==> src/rtl/mdc_commutator_if.sv <==
// Stream bundle between a butterfly stage and the MDC commutator; di_sync exists only with COMMUTATOR_SYNC_EN.
// master drives the input pair and receives the reordered pair; slave is the commutator side.
interface mdc_commutator_if #(
  parameter int WIDTH = 9
);
  logic             di_en;
  logic [WIDTH-1:0] di0_re, di0_im, di1_re, di1_im;
`ifdef COMMUTATOR_SYNC_EN
  logic             di_sync;
`endif
  logic             do_en;
  logic [WIDTH-1:0] do0_re, do0_im, do1_re, do1_im;

  modport master (
`ifdef COMMUTATOR_SYNC_EN
    output di_sync,
`endif
    output di_en, di0_re, di0_im, di1_re, di1_im,
    input  do_en, do0_re, do0_im, do1_re, do1_im
  );

  modport slave (
`ifdef COMMUTATOR_SYNC_EN
    input  di_sync,
`endif
    input  di_en, di0_re, di0_im, di1_re, di1_im,
    output do_en, do0_re, do0_im, do1_re, do1_im
  );
endinterface

==> src/rtl/mdc_commutator.sv <==
// Radix-2 MDC commutator: pairs samples DEPTH apart (optional frame resync via COMMUTATOR_SYNC_EN).
// Latency DEPTH accepted samples + 1 clock; no backpressure, everything advances only on di_en.
module mdc_commutator #(
  parameter int DEPTH = 16,
  parameter int WIDTH = 9
) (
  input logic               clk,
  input logic               rst,
  mdc_commutator_if.slave   cm_io
);
  localparam int CW = $clog2(DEPTH) + 1;
  localparam int DW = 2 * WIDTH;

  typedef logic [DW-1:0] cplx_t;

  logic [CW-1:0] cnt_q, cnt_d;
  logic          filled_q, filled_d;
  logic          do_en_q;
  cplx_t         do0_q, do1_q;
  cplx_t         ld_q [DEPTH];
  cplx_t         ld_d [DEPTH];
  cplx_t         ud_q [DEPTH];
  cplx_t         ud_d [DEPTH];
  cplx_t         di0, di1, x1d, u, s0, s1;
  logic          sel;

`ifdef COMMUTATOR_SYNC_EN
  // Fill tracking counts samples since reset, independent of resync.
  logic [CW-1:0] fcnt_q, fcnt_d;
`endif

  always_comb begin
    di0 = {cm_io.di0_re, cm_io.di0_im};
    di1 = {cm_io.di1_re, cm_io.di1_im};
    x1d = ld_q[DEPTH-1];
    u   = ud_q[DEPTH-1];
`ifdef COMMUTATOR_SYNC_EN
    sel      = cm_io.di_sync ? 1'b0 : cnt_q[CW-1];
    cnt_d    = cm_io.di_sync ? CW'(1) : cnt_q + CW'(1);
    fcnt_d   = filled_q ? fcnt_q : fcnt_q + CW'(1);
    filled_d = filled_q | (fcnt_q == CW'(DEPTH - 1));
`else
    sel      = cnt_q[CW-1];
    cnt_d    = cnt_q + CW'(1);
    filled_d = filled_q | (cnt_q == CW'(DEPTH - 1));
`endif
    s0 = sel ? x1d : di0;
    s1 = sel ? di0 : x1d;
    ld_d[0] = di1;
    ud_d[0] = s0;
    for (int i = 1; i < DEPTH; i++) begin
      ld_d[i] = ld_q[i-1];
      ud_d[i] = ud_q[i-1];
    end
  end

  always_ff @(posedge clk) begin
    if (rst) begin
      cnt_q    <= '0;
      filled_q <= 1'b0;
      do_en_q  <= 1'b0;
      do0_q    <= '0;
      do1_q    <= '0;
      for (int i = 0; i < DEPTH; i++) begin
        ld_q[i] <= '0;
        ud_q[i] <= '0;
      end
`ifdef COMMUTATOR_SYNC_EN
      fcnt_q <= '0;
`endif
    end else begin
      do_en_q <= cm_io.di_en & filled_q;
      if (cm_io.di_en) begin
        cnt_q    <= cnt_d;
        filled_q <= filled_d;
        do0_q    <= u;
        do1_q    <= s1;
        for (int i = 0; i < DEPTH; i++) begin
          ld_q[i] <= ld_d[i];
          ud_q[i] <= ud_d[i];
        end
`ifdef COMMUTATOR_SYNC_EN
        fcnt_q <= fcnt_d;
`endif
      end
    end
  end

  assign cm_io.do_en  = do_en_q;
  assign cm_io.do0_re = do0_q[DW-1:WIDTH];
  assign cm_io.do0_im = do0_q[WIDTH-1:0];
  assign cm_io.do1_re = do1_q[DW-1:WIDTH];
  assign cm_io.do1_im = do1_q[WIDTH-1:0];
endmodule

==> src/flat_wrapper.sv <==
// flat-port wrapper written by rule: the top's interface ports become plain ports
module mdc_commutator_flat 
#(
  parameter int DEPTH = 16,
  parameter int WIDTH = 9
)
  (clk, rst, cm_io_di_en, cm_io_di0_re, cm_io_di0_im, cm_io_di1_re, cm_io_di1_im, cm_io_do_en, cm_io_do0_re, cm_io_do0_im, cm_io_do1_re, cm_io_do1_im);
  mdc_commutator_if #(.WIDTH(WIDTH)) cm_io_i ();
  input logic clk;
  input logic rst;
  input wire logic [$bits(cm_io_i.di_en)-1:0] cm_io_di_en;
  input wire logic [$bits(cm_io_i.di0_re)-1:0] cm_io_di0_re;
  input wire logic [$bits(cm_io_i.di0_im)-1:0] cm_io_di0_im;
  input wire logic [$bits(cm_io_i.di1_re)-1:0] cm_io_di1_re;
  input wire logic [$bits(cm_io_i.di1_im)-1:0] cm_io_di1_im;
  output wire logic [$bits(cm_io_i.do_en)-1:0] cm_io_do_en;
  output wire logic [$bits(cm_io_i.do0_re)-1:0] cm_io_do0_re;
  output wire logic [$bits(cm_io_i.do0_im)-1:0] cm_io_do0_im;
  output wire logic [$bits(cm_io_i.do1_re)-1:0] cm_io_do1_re;
  output wire logic [$bits(cm_io_i.do1_im)-1:0] cm_io_do1_im;
  assign cm_io_i.di_en = cm_io_di_en;
  assign cm_io_i.di0_re = cm_io_di0_re;
  assign cm_io_i.di0_im = cm_io_di0_im;
  assign cm_io_i.di1_re = cm_io_di1_re;
  assign cm_io_i.di1_im = cm_io_di1_im;
  assign cm_io_do_en = cm_io_i.do_en;
  assign cm_io_do0_re = cm_io_i.do0_re;
  assign cm_io_do0_im = cm_io_i.do0_im;
  assign cm_io_do1_re = cm_io_i.do1_re;
  assign cm_io_do1_im = cm_io_i.do1_im;
  mdc_commutator #(.DEPTH(DEPTH), .WIDTH(WIDTH)) u_core (.clk(clk), .rst(rst), .cm_io(cm_io_i));
endmodule
==> config.mk <==
export PLATFORM = sky130hd
export DESIGN_NAME = mdc_commutator_flat
export DESIGN_NICKNAME = d
export VERILOG_FILES = /design/src/rtl/mdc_commutator_if.sv /design/src/rtl/mdc_commutator.sv /design/src/flat_wrapper.sv
export SDC_FILE = /design/constraint.sdc
export NUM_CORES = 1
export LEC_CHECK = 0
export ABC_AREA = 0
export BUFFER_PORTS_ARGS = -buffer_cell sky130_fd_sc_hd__buf_2
export CORE_MARGIN = 2
export CORE_UTILIZATION = 45
export DETAILED_ROUTE_END_ITERATION = 7
export GPL_TIMING_DRIVEN = 0
export HOLD_SLACK_MARGIN = 0.15
export SLEW_MARGIN = 20
export SYNTH_ARGS = -nofsm -noshare
export SYNTH_HDL_FRONTEND = slang
export SYNTH_SLANG_ARGS = --single-unit
==> constraint.sdc <==
create_clock -name clk -period 9.15 [get_ports clk]
set_input_delay 1.3725 -clock clk [delete_from_list [all_inputs] [get_ports clk]]
set_output_delay 1.3725 -clock clk [all_outputs]
set_load 0.01 [all_outputs]
==> results of run 1 <==
per-layer routing:
metal	part of all wire, %	vias to the layer above	track usage (%)
met3	4.3	62	3.17
met5	0	-	0
met1	42	5169	16.1
met4	2.4	0	4.53
met2	52	161	23.7
li1	-	5207	-
final timing paths:
| path | startpoint | endpoint | cells past startpoint |
|---|---|---|---|
| worst min-delay path | u_core.ud_q[15][0] | u_core.do0_q[0] | 2 |
| worst max register to register | u_core.cnt_q[4] | u_core.ud_q[0][17] | 4 |
| worst min register to register | u_core.ud_q[15][0] | u_core.do0_q[0] | 2 |
| worst max-delay path | cm_io_di_en | u_core.ld_q[0][8] | 10 |
sequential cells by signal, summed over array words and instances (netlist names):
signal              cells
u_core.filled_q         1
u_core.cnt_q            5
u_core.do1_q           18
u_core.ud_q           288
u_core.cm_io.do_en      1
u_core.ld_q           288
u_core.do0_q           18
cell families after synthesis:
family / synth area share (%)
and+or+nand+nor: 16.3
DFF: 77.5
buffers and inverters: 3.02
muxes: 2.40
AOI/OAI and AO/OA: 0.694
adders and majority gates: 0.107
xor gates and xnor gates: 0.0374
through the flow:
| step | cell area, µm² | util, % | hold slack (ps) | cells | power, W |
|---|---|---|---|---|---|
| 2_1_floorplan | 23400 | - | 429 | 1406 | 0.00359 |
| 3_3_place_gp | 24700 | 48.0 | 466 | 2160 | 0.00368 |
| 3_5_place_dp | 24900 | 48.5 | 476 | 2171 | 0.00368 |
| 4_1_cts | 27000 | 52.6 | 486 | 2288 | 0.00627 |
| 5_1_grt | 27000 | 52.6 | 507 | 2288 | 0.00642 |
| 6_report | 27000 | 52.6 | 485 | 2288 | 0.00619 |
area by class of cell:
class                   instances  area [µm²]
fillers                      4147       24400
flip-flops and latches        619       18200
clock buffers                  89        1770
clock inverters                28         324
plain buffers                  80         704
well taps                     680         851
inverters                       1        3.75
multi-input cells             706        4570
repair buffers                 85         643
critical path: stages:
cell and delay [ps]:
buf_2 110, buf_4 190, buf_2 310, or2_4 570, buf_12 280, buf_12 280, buf_16 280, buf_16 300
buf_16 300, buf_16 300
power groups by stage:
stage	sequential [W]	clock (W)	combinational, W
after floorplan	0.00340	0	0.000184
after global placement	0.00342	0	0.000258
after detailed placement	0.00340	0	0.000278
after CTS	0.00334	0.00264	0.000280
after global routing	0.00336	0.00275	0.000303
final	0.00334	0.00257	0.000271
cell usage after synthesis:
| cell type | number |
|---|---|
| or2_2 | 1 |
| mux2_2 | 1 |
| xnor2_1 | 1 |
| nand2b_1 | 1 |
| edfxtp_1 | 576 |
| dfxtp_1 | 43 |
| nand3b_1 | 1 |
| nor2b_1 | 187 |
| buf_2 | 9 |
| buf_12 | 2 |
| buf_4 | 8 |
| a211oi_1 | 19 |
| ha_1 | 2 |
| and2_1 | 343 |
| a21oi_1 | 2 |
| nor2b_4 | 1 |
| buf_8 | 28 |
| and3_1 | 1 |
| buf_6 | 2 |
| a21bo_2 | 1 |
| inv_1 | 1 |
| and2b_1 | 30 |
| mux2i_1 | 55 |
| nor2_1 | 59 |
| clkbuf_1 | 31 |
| nand4_1 | 1 |
==> impl_metrics.csv, run 1 <==
group,metric,value,unit
setup_path,critPathKind,"in -> reg",
clocking,cts-htree-levels,3,
drt,drt_iter0_drc,590,
global_routing,grt_pass1_vias,10889,
sta,max_clock_freq,0.240,GHz
power,p_leak,10.5,nW
setup_path,worstPathArrival,4430,ps
drt,drt_pre_antenna_iters,4,
drt,drc,0,
place,finalWeightedCongestion,0.734,
sta,max-slew-margin-rel,59.7,%
yosys,syn_inst,1406,
setup_path,r2r_slack,7690,ps
place,port-buffer-count,74,
yosys,yosysSeqAreaShare,77.5,%
sta,finalSetupTns,0,ps
yosys,avgSynthCellArea,16.7,µm²
sta,final.period_utilization,45.6,%
layout,drive_above_1_share,14.1,%
drt,drt_wl_total,34.7,mm
power,pwr-share-clk,41.6,%
clocking,root_buffer,"clkbuf_16",
floorplan,die_x,232,µm
clocking,cts_made_buffers,66,
flow_run,maxCapViolations,0,
sta,setup_viol,0,
floorplan,io_pins,76,
power,combPwrFrac,4.4,%
yosys,ys_seq_elements,619,
sta,hold_violations,0,
power,p_int,0.00495,W
power,seq_power_share,54.0,%
yosys,synth_top_cells_by_area,"edfxtp_1, and2_1, nor2b_1",
worst_hold_path,min_path_type,"reg -> reg",
clocking,post_cts_buffers,0,
drt,detail-route-antenna-nets,0,
layout,num-nets-final,1600,
place,dp_hpwl,22.2,mm
drt,viasPerCell,4.63,
setup_path,end_kind,"register",
setup_path,critPathRequiredTime,9410,ps
floorplan,dieArea,0.0539,mm²
yosys,syn_nets,1447,
run_status,status,"completed",
power,p_per_area,229,mW/mm²
yosys,synth_top_cell_by_area,"edfxtp_1",
clocking,cts_tree,"yes",
global_routing,grt_pass1_wl,55.8,mm
floorplan,num_rows,83,
global_routing,grt_use_total,13.4,%
clocking,cts.sinks,619,
clocking,clock_latency,590,ps
yosys,yosys_warnings,0,
power,vdd_drop_max,0.184,mV
setup_path,critical_path.startpoint_type,"primary input",
sta,worst_pin_slew,605,ps
floorplan,start_util,45.6,%
sta,layout_setup_ws,4980,ps
clocking,clk_pin_slew,60,ps
sta,fin_skew,24.5,ps
clocking,clock_path_buffers,3,
setup_path,path_max_fanout,56,
yosys,synth_top_area_share,73.8,%
layout,final_common_cell,"edfxtp_1",
floorplan,core,0.0514,mm²
global_routing,antenna_found_initial,1,
sta,period_minus_slack,4170,ps
global_routing,overflow,0,
drt,num_vias,10599,
clocking,cts_resized,0,
sta,rsz0062_at_grt,"false",
floorplan,die_y,232,µm
power,switching_power,0.00124,W
drt,wl_per_cell,15.1,µm
layout,antennaDiodeCount,0,
layout,syn_to_final_growth,15.3,%
yosys,synth_area,0.0234,mm²
power,swShare,20.0,%
place,dp_slack,4310,ps
global_routing,grt_max_degree,61,
yosys,synthDistinctLibCells,26,
clocking,ctsHoldBuffers,0,
sta,slew_viol_final,0,
layout,final_cell_mix,"edfxtp_1, and2_1, nor2b_1",
Note: power is estimated with default switching activity, not from simulation.
==> inputs of run 2 (changes only) <==
ABC_AREA = 1   (was 0)
clock period = 4.1 ns   (was 9.15 ns; I/O delays follow)
==> run 2 against run 1 <==
Net effect:
- total power rose by 120%
- non-clock buffer count fell by 1
- first-iteration DRC count rose by 42%
- wire length fell by 1.1%
- clock-buffer cell count fell by 3
- largest power group unchanged
==> impl_metrics.csv, run 2 <==
group,metric,value,unit
run_status,status,"completed",
yosys,synthDistinctLibCells,19,
drt,drt_iter0_drc,840,
setup_path,worstPathArrival,2800,ps
worst_hold_path,min_from,"cm_io_di1_re[4]",
power,combPwrFrac,4.4,%
layout,final_cell_mix,"nor2_1, inv_1, edfxtp_1",
yosys,synth_commonest_cells,"nor2_1, inv_1, edfxtp_1",
drt,drc,0,
drt,wl_per_cell,11.7,µm
worst_hold_path,hold_end,"u_core.ld_q[0][13]",
setup_path,critical_path.startpoint_type,"primary input",
drt,drt_pre_antenna_iters,5,
floorplan,die_x,234,µm
clocking,cts_tree,"yes",
setup_path,critPathLaunch,"rst",
clocking,cts_resized,0,
layout,num-nets-final,2230,
setup_path,reg2reg_depth,5,
yosys,synth_ff_type,"edfxtp_1",
global_routing,antenna_found_initial,1,
floorplan,die_y,234,µm
sta,final.period_utilization,62.1,%
power,swShare,20.7,%
setup_path,worst-path-buf-inv,6,
power,vdd_drop_max,0.319,mV
layout,final_cell_area,0.0271,mm²
flow_run,maxCapViolations,0,
yosys,synth_top_cell_by_area,"edfxtp_1",
clocking,post_cts_buffers,0,
drt,detail-route-antenna-nets,0,
sta,fin_skew,20.7,ps
global_routing,grt_pass1_vias,11952,
yosys,synth_top_area_share,72.9,%
sta,rsz0062_at_grt,"false",
clocking,clock_latency,630,ps
layout,final_util,51.7,%
yosys,avgSynthCellArea,11.6,µm²
setup_path,path_max_fanout,109,
place,finalWeightedCongestion,0.813,
yosys,synth_edf_count,576,
yosys,synth_top_cells_by_area,"edfxtp_1, nor2_1, inv_1",
drt,num_vias,12486,
power,seq_power_share,55.9,%
setup_path,path_cells,"buf_2 -> inv_2 -> clkbuf_1 -> nand2_8 -> buf_16 -> buf_16 -> buf_16",
setup_path,r2r_start,"u_core.cnt_q[4]",
place,port-buffer-count,74,
clocking,clock_path_buffers,3,
layout,drive_above_1_share,9.27,%
global_routing,grt_use_total,13.0,%
global_routing,grt_max_degree,110,
layout,nFillCells,4486,
sta,max_clock_freq,0.393,GHz
layout,syn_to_final_growth,14.0,%
drt,drt_wl_total,34.3,mm
power,p_leak,11.3,nW
sta,slew_viol_final,0,
drt,viasPerCell,4.27,
sta,max-slew-margin-rel,58.8,%
setup_path,end_kind,"register",
setup_path,critPathKind,"in -> reg",
sta,finalSetupTns,0,ps
clocking,ctsHoldBuffers,0,
clocking,root_buffer,"clkbuf_16",
yosys,ys_seq_elements,619,
sta,period_minus_slack,2550,ps
setup_path,slowest_delay,430,ps
clocking,cts_made_buffers,61,
yosys,async_reset_ff_share,0,%
yosys,syn_nets,2087,
power,switching_power,0.00277,W
clocking,cts-htree-levels,2,
yosys,yosysSeqAreaShare,76.5,%
power,p_per_area,493,mW/mm²
place,dp_hpwl,21.8,mm
clocking,clk_pin_slew,60,ps
global_routing,grt_pass1_wl,56.8,mm
yosys,yosys_warnings,0,
setup_path,critPathRequiredTime,4360,ps
layout,antennaDiodeCount,0,
place,placed_cell_area,0.0251,mm²
floorplan,io_pins,76,
floorplan,dieArea,0.0546,mm²
power,pwr-share-clk,39.7,%
worst_hold_path,min_path_type,"in -> reg",
floorplan,start_util,45.3,%
setup_path,r2r_slack,2350,ps
layout,final_common_cell,"nor2_1",
yosys,syn_inst,2046,
yosys,synth_area,0.0237,mm²
setup_path,critical-path-slowest-cell,"buf_16",
worst_hold_path,holdPathStages,3,
floorplan,num_rows,84,
layout,reg_top3,"u_core.ld_q (288), u_core.ud_q (288)",
setup_path,critPathTopFamily,"buffers and inverters",
clocking,cts.sinks,619,
sta,setup_viol,0,
yosys,synth_most_common_cell,"nor2_1",
setup_path,r2r-end,"u_core.ud_q[0][12]",
floorplan,core,0.0523,mm²
global_routing,overflow,0,
power,p_int,0.0106,W
sta,worst_pin_slew,619,ps
setup_path,crit_top_cell,"buf_16",
sta,hold_violations,0,
run 2: worst min-delay path: stages:
cell,delay [ps]
buf_2,70
inv_1,30
nor2_1,80
run 2: power by group through the flow:
| stage | clock network, W | logic [W] | registers (W) |
|---|---|---|---|
| after floorplan | 0 | 0.000397 | 0.00760 |
| final | 0.00530 | 0.000581 | 0.00746 |
| after global routing | 0.00570 | 0.000681 | 0.00750 |
| after CTS | 0.00545 | 0.000595 | 0.00747 |
| after detailed placement | 0 | 0.000589 | 0.00760 |
| after global placement | 0 | 0.000558 | 0.00762 |
run 2: logic make-up (layout without fill, tap and decap cells):
logic type | count (synthesis) | in the layout | synth area share [%]
buffers and inverters | 664 | 852 | 10.7
and+or+nand+nor | 702 | 702 | 11.4
DFF | 619 | 619 | 76.5
adders and majority gates | 2 | 2 | 0.105
AOI/OAI and AO/OA | 59 | 59 | 1.25
run 2: through the flow:
step | total power (W) | hold slack [ps] | setup slack (ps) | std cells
after floorplan | 0.00799 | 412 | 346 | 2046
after global placement | 0.00818 | 419 | -873 | 2808
after detailed placement | 0.00819 | 426 | 925 | 2814
after CTS | 0.0135 | 246 | 1580 | 2922
after global routing | 0.0139 | 269 | 1430 | 2922
final | 0.0133 | 292 | 1550 | 2922
run 2: worst max-delay path by stage:
stage / end / slack [ps] / cells past startpoint
floorplan: u_core.ld_q[0][0] / 350 / 3
global placement: u_core.ld_q[0][15] / -870 / 4
detailed placement: u_core.ld_q[0][15] / 930 / 7
CTS: u_core.ld_q[0][45] / 1580 / 7
global route: u_core.ld_q[0][32] / 1430 / 7
finish: u_core.ld_q[0][15] / 1550 / 7
run 2: per-layer routing:
layer	vias up	routed length, µm	GRT usage (%)	share of wire (%)
met3	60	1800	3.04	5.2
met5	-	0	0	0
li1	6523	-	-	-
met2	234	16400	22.0	48
met4	0	707	4.02	2.1
met1	5669	15400	16.7	45
run 2: cell type report:
type	count	area, µm²	share of cell area [%]
Sequential cell	619	18200	67.1
Clock buffer	86	1690	6.25
Multi-Input combinational cell	763	3030	11.2
Tap cell	688	861	3.18
Timing Repair Buffer	80	536	1.98
Clock inverter	22	226	0.837
Buffer	84	370	1.37
Inverter	580	2180	8.05
